--- src/rtl/wb_port_arbiter.sv ---
// ============================================================================
// Module   : wb_port_arbiter
// Purpose  : Shares the register-file write port between P5 write-back and a
//            one-entry MDU holding register, with a forced-write anti-starve.
// Revision : 1.0 - initial release
// ============================================================================
`default_nettype none

module wb_port_arbiter #(
    parameter int XLEN         = 32,
    parameter int STARVE_LIMIT = 4
) (
    input  logic            i_clk,
    input  logic            i_rst_n,
    input  logic            i_p5_wr_en,
    input  logic [4:0]      i_p5_rd,
    input  logic [XLEN-1:0] i_p5_data,
    input  logic            i_mdu_valid,
    input  logic [4:0]      i_mdu_rd,
    input  logic [XLEN-1:0] i_mdu_data,
    output logic            o_mdu_ready,
    output logic            o_rf_wr_en,
    output logic [4:0]      o_rf_rd,
    output logic [XLEN-1:0] o_rf_data,
    output logic            o_stall,
    output logic            o_pend_valid,
    output logic [4:0]      o_pend_rd
);

    localparam int                   c_CNT_W   = $clog2(STARVE_LIMIT + 1);
    localparam logic [c_CNT_W-1:0]   c_LIMIT   = c_CNT_W'(STARVE_LIMIT);

    localparam logic [1:0] c_ST_EMPTY = 2'd0;
    localparam logic [1:0] c_ST_HOLD  = 2'd1;
    localparam logic [1:0] c_ST_FORCE = 2'd2;

    logic [1:0]         r_state;
    logic               r_hold_v;
    logic [4:0]         r_hold_rd;
    logic [XLEN-1:0]    r_hold_data;
    logic [c_CNT_W-1:0] r_cnt;
    logic               r_stall;

    logic               w_p5_wr;
    logic               w_mdu_xfer;
    logic [c_CNT_W-1:0] w_cnt_inc;

    assign w_p5_wr     = i_p5_wr_en & (i_p5_rd != 5'd0);
    assign o_mdu_ready = ~r_hold_v & i_rst_n;
    assign w_mdu_xfer  = i_mdu_valid & o_mdu_ready;
    assign w_cnt_inc   = r_cnt + 1'b1;

    assign o_stall      = r_stall;
    assign o_pend_valid = r_hold_v;
    assign o_pend_rd    = r_hold_rd;

    // Write-port mux; x0 never reaches the port since hold_rd is never 0.
    always_comb begin
        o_rf_wr_en = 1'b0;
        o_rf_rd    = 5'd0;
        o_rf_data  = '0;
        if (i_rst_n) begin
            case (r_state)
                c_ST_EMPTY: begin
                    o_rf_wr_en = w_p5_wr;
                    o_rf_rd    = i_p5_rd;
                    o_rf_data  = i_p5_data;
                end
                c_ST_HOLD: begin
                    if (w_p5_wr) begin
                        o_rf_wr_en = 1'b1;
                        o_rf_rd    = i_p5_rd;
                        o_rf_data  = i_p5_data;
                    end else begin
                        o_rf_wr_en = 1'b1;
                        o_rf_rd    = r_hold_rd;
                        o_rf_data  = r_hold_data;
                    end
                end
                c_ST_FORCE: begin
                    o_rf_wr_en = 1'b1;
                    o_rf_rd    = r_hold_rd;
                    o_rf_data  = r_hold_data;
                end
                default: begin
                    o_rf_wr_en = 1'b0;
                end
            endcase
        end
    end

    always_ff @(posedge i_clk) begin
        if (!i_rst_n) begin
            r_state     <= c_ST_EMPTY;
            r_hold_v    <= 1'b0;
            r_hold_rd   <= 5'd0;
            r_hold_data <= '0;
            r_cnt       <= '0;
            r_stall     <= 1'b0;
        end else begin
            r_stall <= 1'b0;
            case (r_state)
                c_ST_EMPTY: begin
                    // rd==0 transfers are consumed without occupying the hold
                    if (w_mdu_xfer && (i_mdu_rd != 5'd0)) begin
                        r_state     <= c_ST_HOLD;
                        r_hold_v    <= 1'b1;
                        r_hold_rd   <= i_mdu_rd;
                        r_hold_data <= i_mdu_data;
                        r_cnt       <= '0;
                    end
                end
                c_ST_HOLD: begin
                    if (w_p5_wr) begin
                        if (i_p5_rd == r_hold_rd) begin
                            // Younger P5 write supersedes the held result
                            r_state  <= c_ST_EMPTY;
                            r_hold_v <= 1'b0;
                            r_cnt    <= '0;
                        end else if (w_cnt_inc == c_LIMIT) begin
                            r_state <= c_ST_FORCE;
                            r_cnt   <= w_cnt_inc;
                            r_stall <= 1'b1;
                        end else begin
                            r_cnt <= w_cnt_inc;
                        end
                    end else begin
                        r_state  <= c_ST_EMPTY;
                        r_hold_v <= 1'b0;
                        r_cnt    <= '0;
                    end
                end
                c_ST_FORCE: begin
                    r_state  <= c_ST_EMPTY;
                    r_hold_v <= 1'b0;
                    r_cnt    <= '0;
                end
                default: begin
                    r_state  <= c_ST_EMPTY;
                    r_hold_v <= 1'b0;
                    r_cnt    <= '0;
                end
            endcase
        end
    end

endmodule

`default_nettype wire
--- config.mk ---
export PLATFORM = sky130hd
export DESIGN_NAME = wb_port_arbiter
export DESIGN_NICKNAME = d
export VERILOG_FILES = /design/src/rtl/wb_port_arbiter.sv
export SDC_FILE = /design/constraint.sdc
export NUM_CORES = 1
export LEC_CHECK = 0
export ABC_CLOCK_PERIOD_IN_PS = 5300
export CAP_MARGIN = 20
export CORE_ASPECT_RATIO = 2
export CORE_UTILIZATION = 35
export DETAILED_ROUTE_END_ITERATION = 7
export HOLD_SLACK_MARGIN = 0.15
export PLACE_DENSITY = 0.82
export SYNTH_ARGS = -nofsm -noshare
export SYNTH_HDL_FRONTEND = slang
export SYNTH_SLANG_ARGS = --single-unit
--- constraint.sdc ---
create_clock -name i_clk -period 5.3 [get_ports i_clk]
set_clock_uncertainty 0.1 [all_clocks]
set_input_delay 1.06 -clock i_clk [delete_from_list [all_inputs] [get_ports i_clk]]
set_output_delay 1.06 -clock i_clk [all_outputs]
set_load 0.03 [all_outputs]
==> results.sh, run 1 <==
export IMPL_synth_common_cells="nand2_1, dfxtp_1, nor2_1"
export IMPL_cts_tree="built"
export IMPL_place_ws_ns=0.7938
export IMPL_p_clk_share_pct=34.0
export IMPL_die_area_sq_um=7256
export IMPL_min_period_ns=4.496
export IMPL_hold_viol=0
export IMPL_fmax_mhz=222.4
export IMPL_p_leak_nw=1.533
export IMPL_grt_overflow=0
export IMPL_core_sq_um=6621
export IMPL_postRouteAntennaNets=0
export IMPL_clk_pin_slew_worst_paths_ns=0.06
export IMPL_diodes=0
export IMPL_internal_power_uw=712.7
export IMPL_syn_area_sq_um=2415
export IMPL_cts_max_level=2
export IMPL_clock_latency_ns=0.29
export IMPL_setup_viol=0
export IMPL_die_w_microns=60.74
export IMPL_swShare_pct=31.18
export IMPL_num_rows=42
export IMPL_cts_resized_gates=0
export IMPL_multi_input_area_sq_um=1356
export IMPL_grt_use_total_pct=21.18
export IMPL_drt_total_wl_microns=7278
export IMPL_drtIter0Drc=103
export IMPL_ir_drop_mv=0.1691
export IMPL_yosysTopAreaCellShare_pct=36.48
export IMPL_grt_pass1_vias=2569
export IMPL_p_per_area_nw_per_um2=278.5
export IMPL_drive_gt1_share_pct=14.18
export IMPL_vias=2583
export IMPL_viasPerCell=5.055
export IMPL_synth_main_ff_cell="dfxtp_1"
export IMPL_outcome="finished clean"
export IMPL_power_switching_uw=322.9
export IMPL_fin_cells=511
export IMPL_ys_top_cells_by_area="dfxtp_1, nand2_1, a22oi_1"
export IMPL_ys_ff_latch=44
export IMPL_seq_power_share_pct=35.1
export IMPL_die_h_microns=119.5
export IMPL_port_buffer_count=123
export IMPL_syn_nets=393
export IMPL_cts_buffer_depth=2
export IMPL_critPathRequiredTime_ns=4.14
export IMPL_ctsHoldBuffers=0
export IMPL_cap_violations=0
export IMPL_initial_core_util_pct=36.47
export IMPL_seqCellArea_sq_um=880.8
export IMPL_yosysWarnings=0
export IMPL_synth_edff_count=0
export IMPL_tightest_slew_ns=0.8197
export IMPL_hold_class="flop to flop"
export IMPL_dp_hpwl_microns=5332
export IMPL_grt_max_degree=47
export IMPL_layout_nets=506
export IMPL_dp_cells=503
export IMPL_cts_buffers=5
export IMPL_worstPathArrival_ns=3.34
export IMPL_dr_pass1_iters=4
export IMPL_drc_errors=0
export IMPL_yosysMostFrequentCell="nand2_1"
export IMPL_gp_congestion=0.7738
export IMPL_synthToLayoutAreaGrowth_pct=53.99
export IMPL_async_reset_ff_share_pct=0
export IMPL_io_pins=124
export IMPL_cts_sinks=44
export IMPL_cp_max_fo=37
export IMPL_fill_cells=647
export IMPL_worstSetupPathType="input port to primary output"
export IMPL_grt_antenna_before_repair=0
export IMPL_synthDistinctLibCells=36
export IMPL_setup_tns_ns=0
export IMPL_yosysTopAreaCell="dfxtp_1"
export IMPL_finalPower_mw=1.036
export IMPL_combPwrFrac_pct=30.9
export IMPL_ys_seq_area_share_pct=36.48
export IMPL_post_cts_setup_buffers=0
export IMPL_setup_slack_ns=0.8036
export IMPL_wl_per_cell_microns=14.24
export IMPL_root_buffer="clkbuf_16"
export IMPL_postSynthAreaPerCell_sq_um=7.815
export IMPL_slew_headroom_pct=45.10
export IMPL_end_kind="primary output"
export IMPL_rsz0062_at_grt="no"
export IMPL_synthCells=309
export IMPL_drv_slew=0
export IMPL_cp_start_kind="input port"
export IMPL_post_route_period_util_pct=84.84
export IMPL_grt_pass1_wl_microns=11590
cell type report:
cell class | count | area share [%]
clock buffers | 5 | 3.365
clock inverters | 3 | 1.144
inverters | 4 | 0.4038
multi-input cells | 237 | 36.47
flip-flops and latches | 44 | 23.69
well taps | 88 | 2.961
repair buffers | 130 | 31.96
cells in the final DEF (no fill, tap or decap), drive strengths merged, types with 2 or more instances in the layout:
cell,instances
o211ai,3
o21ai,3
or2,2
buf,45
dfxtp,44
nand3,3
nor2,41
a21oi,2
clkbuf,5
inv,4
a22oi,38
nor2b,3
xor2,3
a21boi,40
nand2,79
or4,2
xnor2,2
ha,6
clkdlybuf4s50,85
registers in the layout, indices dropped and copies added (netlist names):
| name | cells |
|---|---|
| o_pend_rd | 5 |
| o_pend_valid | 1 |
| o_stall | 1 |
| r_cnt | 3 |
| r_hold_data | 32 |
| r_state | 2 |
final timing paths:
check	startpoint	endpoint	slack (ns)	cells past startpoint
setup / recovery	i_p5_rd[1]	o_rf_data[23]	0.80	7
hold / removal	r_hold_data[10]	r_hold_data[10]	0.35	2
setup reg to reg	r_state[0]	o_pend_rd[1]	3.29	7
hold reg to reg	r_hold_data[10]	r_hold_data[10]	0.35	2
power by group through the flow:
stage / Clock (mW) / Combinational (mW) / Sequential (mW)
6_report: 0.352 / 0.320 / 0.364
2_1_floorplan: 0 / 0.190 / 0.373
5_1_grt: 0.373 / 0.347 / 0.366
4_1_cts: 0.358 / 0.322 / 0.364
3_5_place_dp: 0 / 0.321 / 0.371
3_3_place_gp: 0 / 0.315 / 0.370
stage by stage:
step / utilization, % / area, sq um / hold WS [ns]
floorplan: - / 2415 / 0.3355
global placement: 53.63 / 3551 / 0.3424
detailed placement: 53.63 / 3551 / 0.3454
CTS: 56.16 / 3719 / 0.3542
global route: 56.16 / 3719 / 0.3715
finish: 56.16 / 3719 / 0.3522
routing by layer:
| layer | wire, microns | track usage [%] | vias up |
|---|---|---|---|
| met4 | 320 | 11.65 | 0 |
| li1 | - | - | 1279 |
| met2 | 4102 | 39.35 | 93 |
| met1 | 2547 | 20.76 | 1187 |
| met5 | 0 | 0 | - |
| met3 | 307 | 3.149 | 24 |
critical path, cell delays in order:
cell and delay [ns]:
clkdlybuf4s50_1 0.46, or4_1 0.59, o211ai_2 0.21, nand2_2 0.43, a22oi_1 0.33, nor2_1 0.07
buf_4 0.17
kinds of logic after synthesis:
kind of cell    share of synthesized area [%]
simple gates                            22.75
compound gates                          27.98
flops                                   36.48
buf+inv                                 7.461
fa+ha+maj                               3.109
xor+xnor                                1.814
mux                                    0.4145
(Power assumes the default switching activity.)
==> run 2, diff against run 1 <==
--- a/config.mk
+++ b/config.mk
@@ -5,7 +5,7 @@
 export SDC_FILE = /design/constraint.sdc
 export NUM_CORES = 1
 export LEC_CHECK = 0
-export ABC_CLOCK_PERIOD_IN_PS = 5300
+export ABC_CLOCK_PERIOD_IN_PS = 4250
 export CAP_MARGIN = 20
 export CORE_ASPECT_RATIO = 2
 export CORE_UTILIZATION = 35
==> constraint.sdc (replaced) <==
create_clock -name i_clk -period 4.25 [get_ports i_clk]
set_clock_uncertainty 0.1 [all_clocks]
set_input_delay 0.85 -clock i_clk [delete_from_list [all_inputs] [get_ports i_clk]]
set_output_delay 0.85 -clock i_clk [all_outputs]
set_load 0.03 [all_outputs]
==> run 2 against run 1 <==
Effect of this change:
- clock power rose by 29%
- non-clock buffer count grew 3
- flip-flop and latch count stayed put
- power increased by 27%
- first-iteration DRC count increased by 5.8%
- count of clock-buffer cells in the layout up 2
- critical endpoint is now o_rf_data[8]
- highest routed layer unchanged
==> results.sh, run 2 (same netlist as run 1, synthesis figures left out) <==
export IMPL_outcome="finished clean"
export IMPL_setup_tns_ns=0
export IMPL_r2r_setup_slack_ns=2.22
export IMPL_combPwrFrac_pct=30.8
export IMPL_hold_slack_ns=0.3529
export IMPL_post_cts_setup_buffers=0
export IMPL_final_cell_mix="clkdlybuf4s50_1, nand2_1, buf_4, dfxtp_1, nor2_1"
export IMPL_io_pins=124
export IMPL_ir_drop_mv=0.2448
export IMPL_die_h_microns=119.5
export IMPL_path_cells="clkdlybuf4s50_1 -> or4_1 -> o21ai_1 -> a21o_1 -> buf_4 -> a22oi_1 -> nor2_1 -> buf_4"
export IMPL_drc_errors=0
export IMPL_worstSetupPathType="input port to primary output"
export IMPL_worstPathArrival_ns=2.92
export IMPL_root_buffer="clkbuf_16"
export IMPL_cts_max_level=2
export IMPL_clk_pin_slew_worst_paths_ns=0.06
export IMPL_tightest_slew_ns=0.8541
export IMPL_p_leak_nw=1.557
export IMPL_cts_tree="built"
export IMPL_ctsHoldBuffers=0
export IMPL_fill_cells=644
export IMPL_die_w_microns=60.74
export IMPL_slew_headroom_pct=42.79
export IMPL_gp_congestion=0.7763
export IMPL_grt_max_degree=28
export IMPL_largest_reg_flops=32
export IMPL_grt_pass1_vias=2580
export IMPL_cts_resized_gates=0
export IMPL_vias=2578
export IMPL_internal_power_uw=926.7
export IMPL_setup_viol=0
export IMPL_p_clk_share_pct=34.6
export IMPL_clock_latency_ns=0.28
export IMPL_drive_gt1_share_pct=14.79
export IMPL_end_kind="primary output"
export IMPL_seq_power_share_pct=34.6
export IMPL_postRouteAntennaNets=0
export IMPL_hold_class="flop to flop"
export IMPL_swShare_pct=29.50
export IMPL_num_rows=42
export IMPL_cts_sinks=44
export IMPL_die_area_sq_um=7256
export IMPL_critPathRequiredTime_ns=3.30
export IMPL_grt_antenna_before_repair=0
export IMPL_dr_pass1_iters=4
export IMPL_wl_per_cell_microns=14.03
export IMPL_cts_buffer_depth=2
export IMPL_fmax_mhz=258.5
export IMPL_core_sq_um=6621
export IMPL_cp_max_fo=20
export IMPL_drtIter0Drc=109
export IMPL_drv_slew=0
export IMPL_finalPower_mw=1.315
export IMPL_post_route_period_util_pct=91.02
export IMPL_place_ws_ns=0.3996
export IMPL_grt_pass1_wl_microns=11430
export IMPL_min_period_ns=3.869
export IMPL_path_delay_family="buffers and inverters"
export IMPL_cts_buffers=5
export IMPL_p_per_area_nw_per_um2=350.0
export IMPL_crit_top_cell="buf_4"
export IMPL_largest_register="r_hold_data"
export IMPL_synthToLayoutAreaGrowth_pct=55.54
export IMPL_drt_total_wl_microns=7210
export IMPL_diodes=0
export IMPL_layout_nets=509
export IMPL_grt_use_total_pct=20.82
export IMPL_cp_start_kind="input port"
export IMPL_dp_cells=506
export IMPL_final_common_cell="clkdlybuf4s50_1"
export IMPL_rsz0062_at_grt="no"
export IMPL_crit_slowest_cell="or4_1"
export IMPL_power_switching_uw=387.8
export IMPL_cp_num_buf_inv=3
export IMPL_cap_violations=0
export IMPL_fin_cells=514
export IMPL_dp_hpwl_microns=5637
export IMPL_hold_viol=0
export IMPL_max_stage_delay_ns=0.61
export IMPL_port_buffer_count=123
export IMPL_setup_slack_ns=0.3814
export IMPL_grt_overflow=0
export IMPL_viasPerCell=5.016
export IMPL_initial_core_util_pct=36.47
run 2: cell types whose count changed in the layout (fill, tap and decap cells not counted):
cell        before  now
clkbuf_8         0    2
buf_4           45   48
clkinv_2         1    0
clkinvlp_4       1    0
run 2: metal layers:
metal | part of all wire [%] | wire length (microns) | track usage, % | vias up
met3 | 4.1 | 293 | 3.040 | 22
met1 | 35 | 2529 | 20.10 | 1191
li1 | - | - | - | 1284
met4 | 3.9 | 278 | 10.80 | 0
met5 | 0 | 0 | 0 | -
met2 | 57 | 4109 | 39.35 | 81
run 2: tightest hold or removal path, delay by kind of cell, from the launching register on:
| family | cells | cell delay [ns] |
|---|---|---|
| compound gates | 1 | 0.05 |
| flops | 1 | 0.31 |
| simple gates | 1 | 0.05 |
run 2: through the flow:
step / instance area [sq um] / utilization (%)
6_report: 3756 / 56.73
3_3_place_gp: 3573 / 53.97
4_1_cts: 3756 / 56.73
3_5_place_dp: 3573 / 53.97
5_1_grt: 3756 / 56.73
2_1_floorplan: 2415 / -
run 2: layout make-up:
type	count	area, sq um	area share, %
multi-input cells	237	1356	36.11
repair buffers	133	1211	32.25
inverters	4	15.01	0.3997
clock buffers	7	152.6	4.064
flip-flops and latches	44	880.8	23.45
clock inverters	1	30.03	0.7995
well taps	88	110.1	2.931
run 2: final timing paths:
kind	to	cells past startpoint	from
max	o_rf_data[8]	8	i_p5_rd[1]
min	r_hold_data[13]	2	r_hold_data[13]
max reg2reg	r_hold_data[30]	7	r_state[0]
min reg2reg	r_hold_data[13]	2	r_hold_data[13]
run 2: power by group through the flow:
stage / combinational (mW) / clock (mW) / sequential, mW
6_report: 0.405 / 0.455 / 0.455
5_1_grt: 0.437 / 0.486 / 0.457
4_1_cts: 0.407 / 0.468 / 0.454
3_5_place_dp: 0.406 / 0 / 0.463
3_3_place_gp: 0.398 / 0 / 0.463
2_1_floorplan: 0.237 / 0 / 0.465
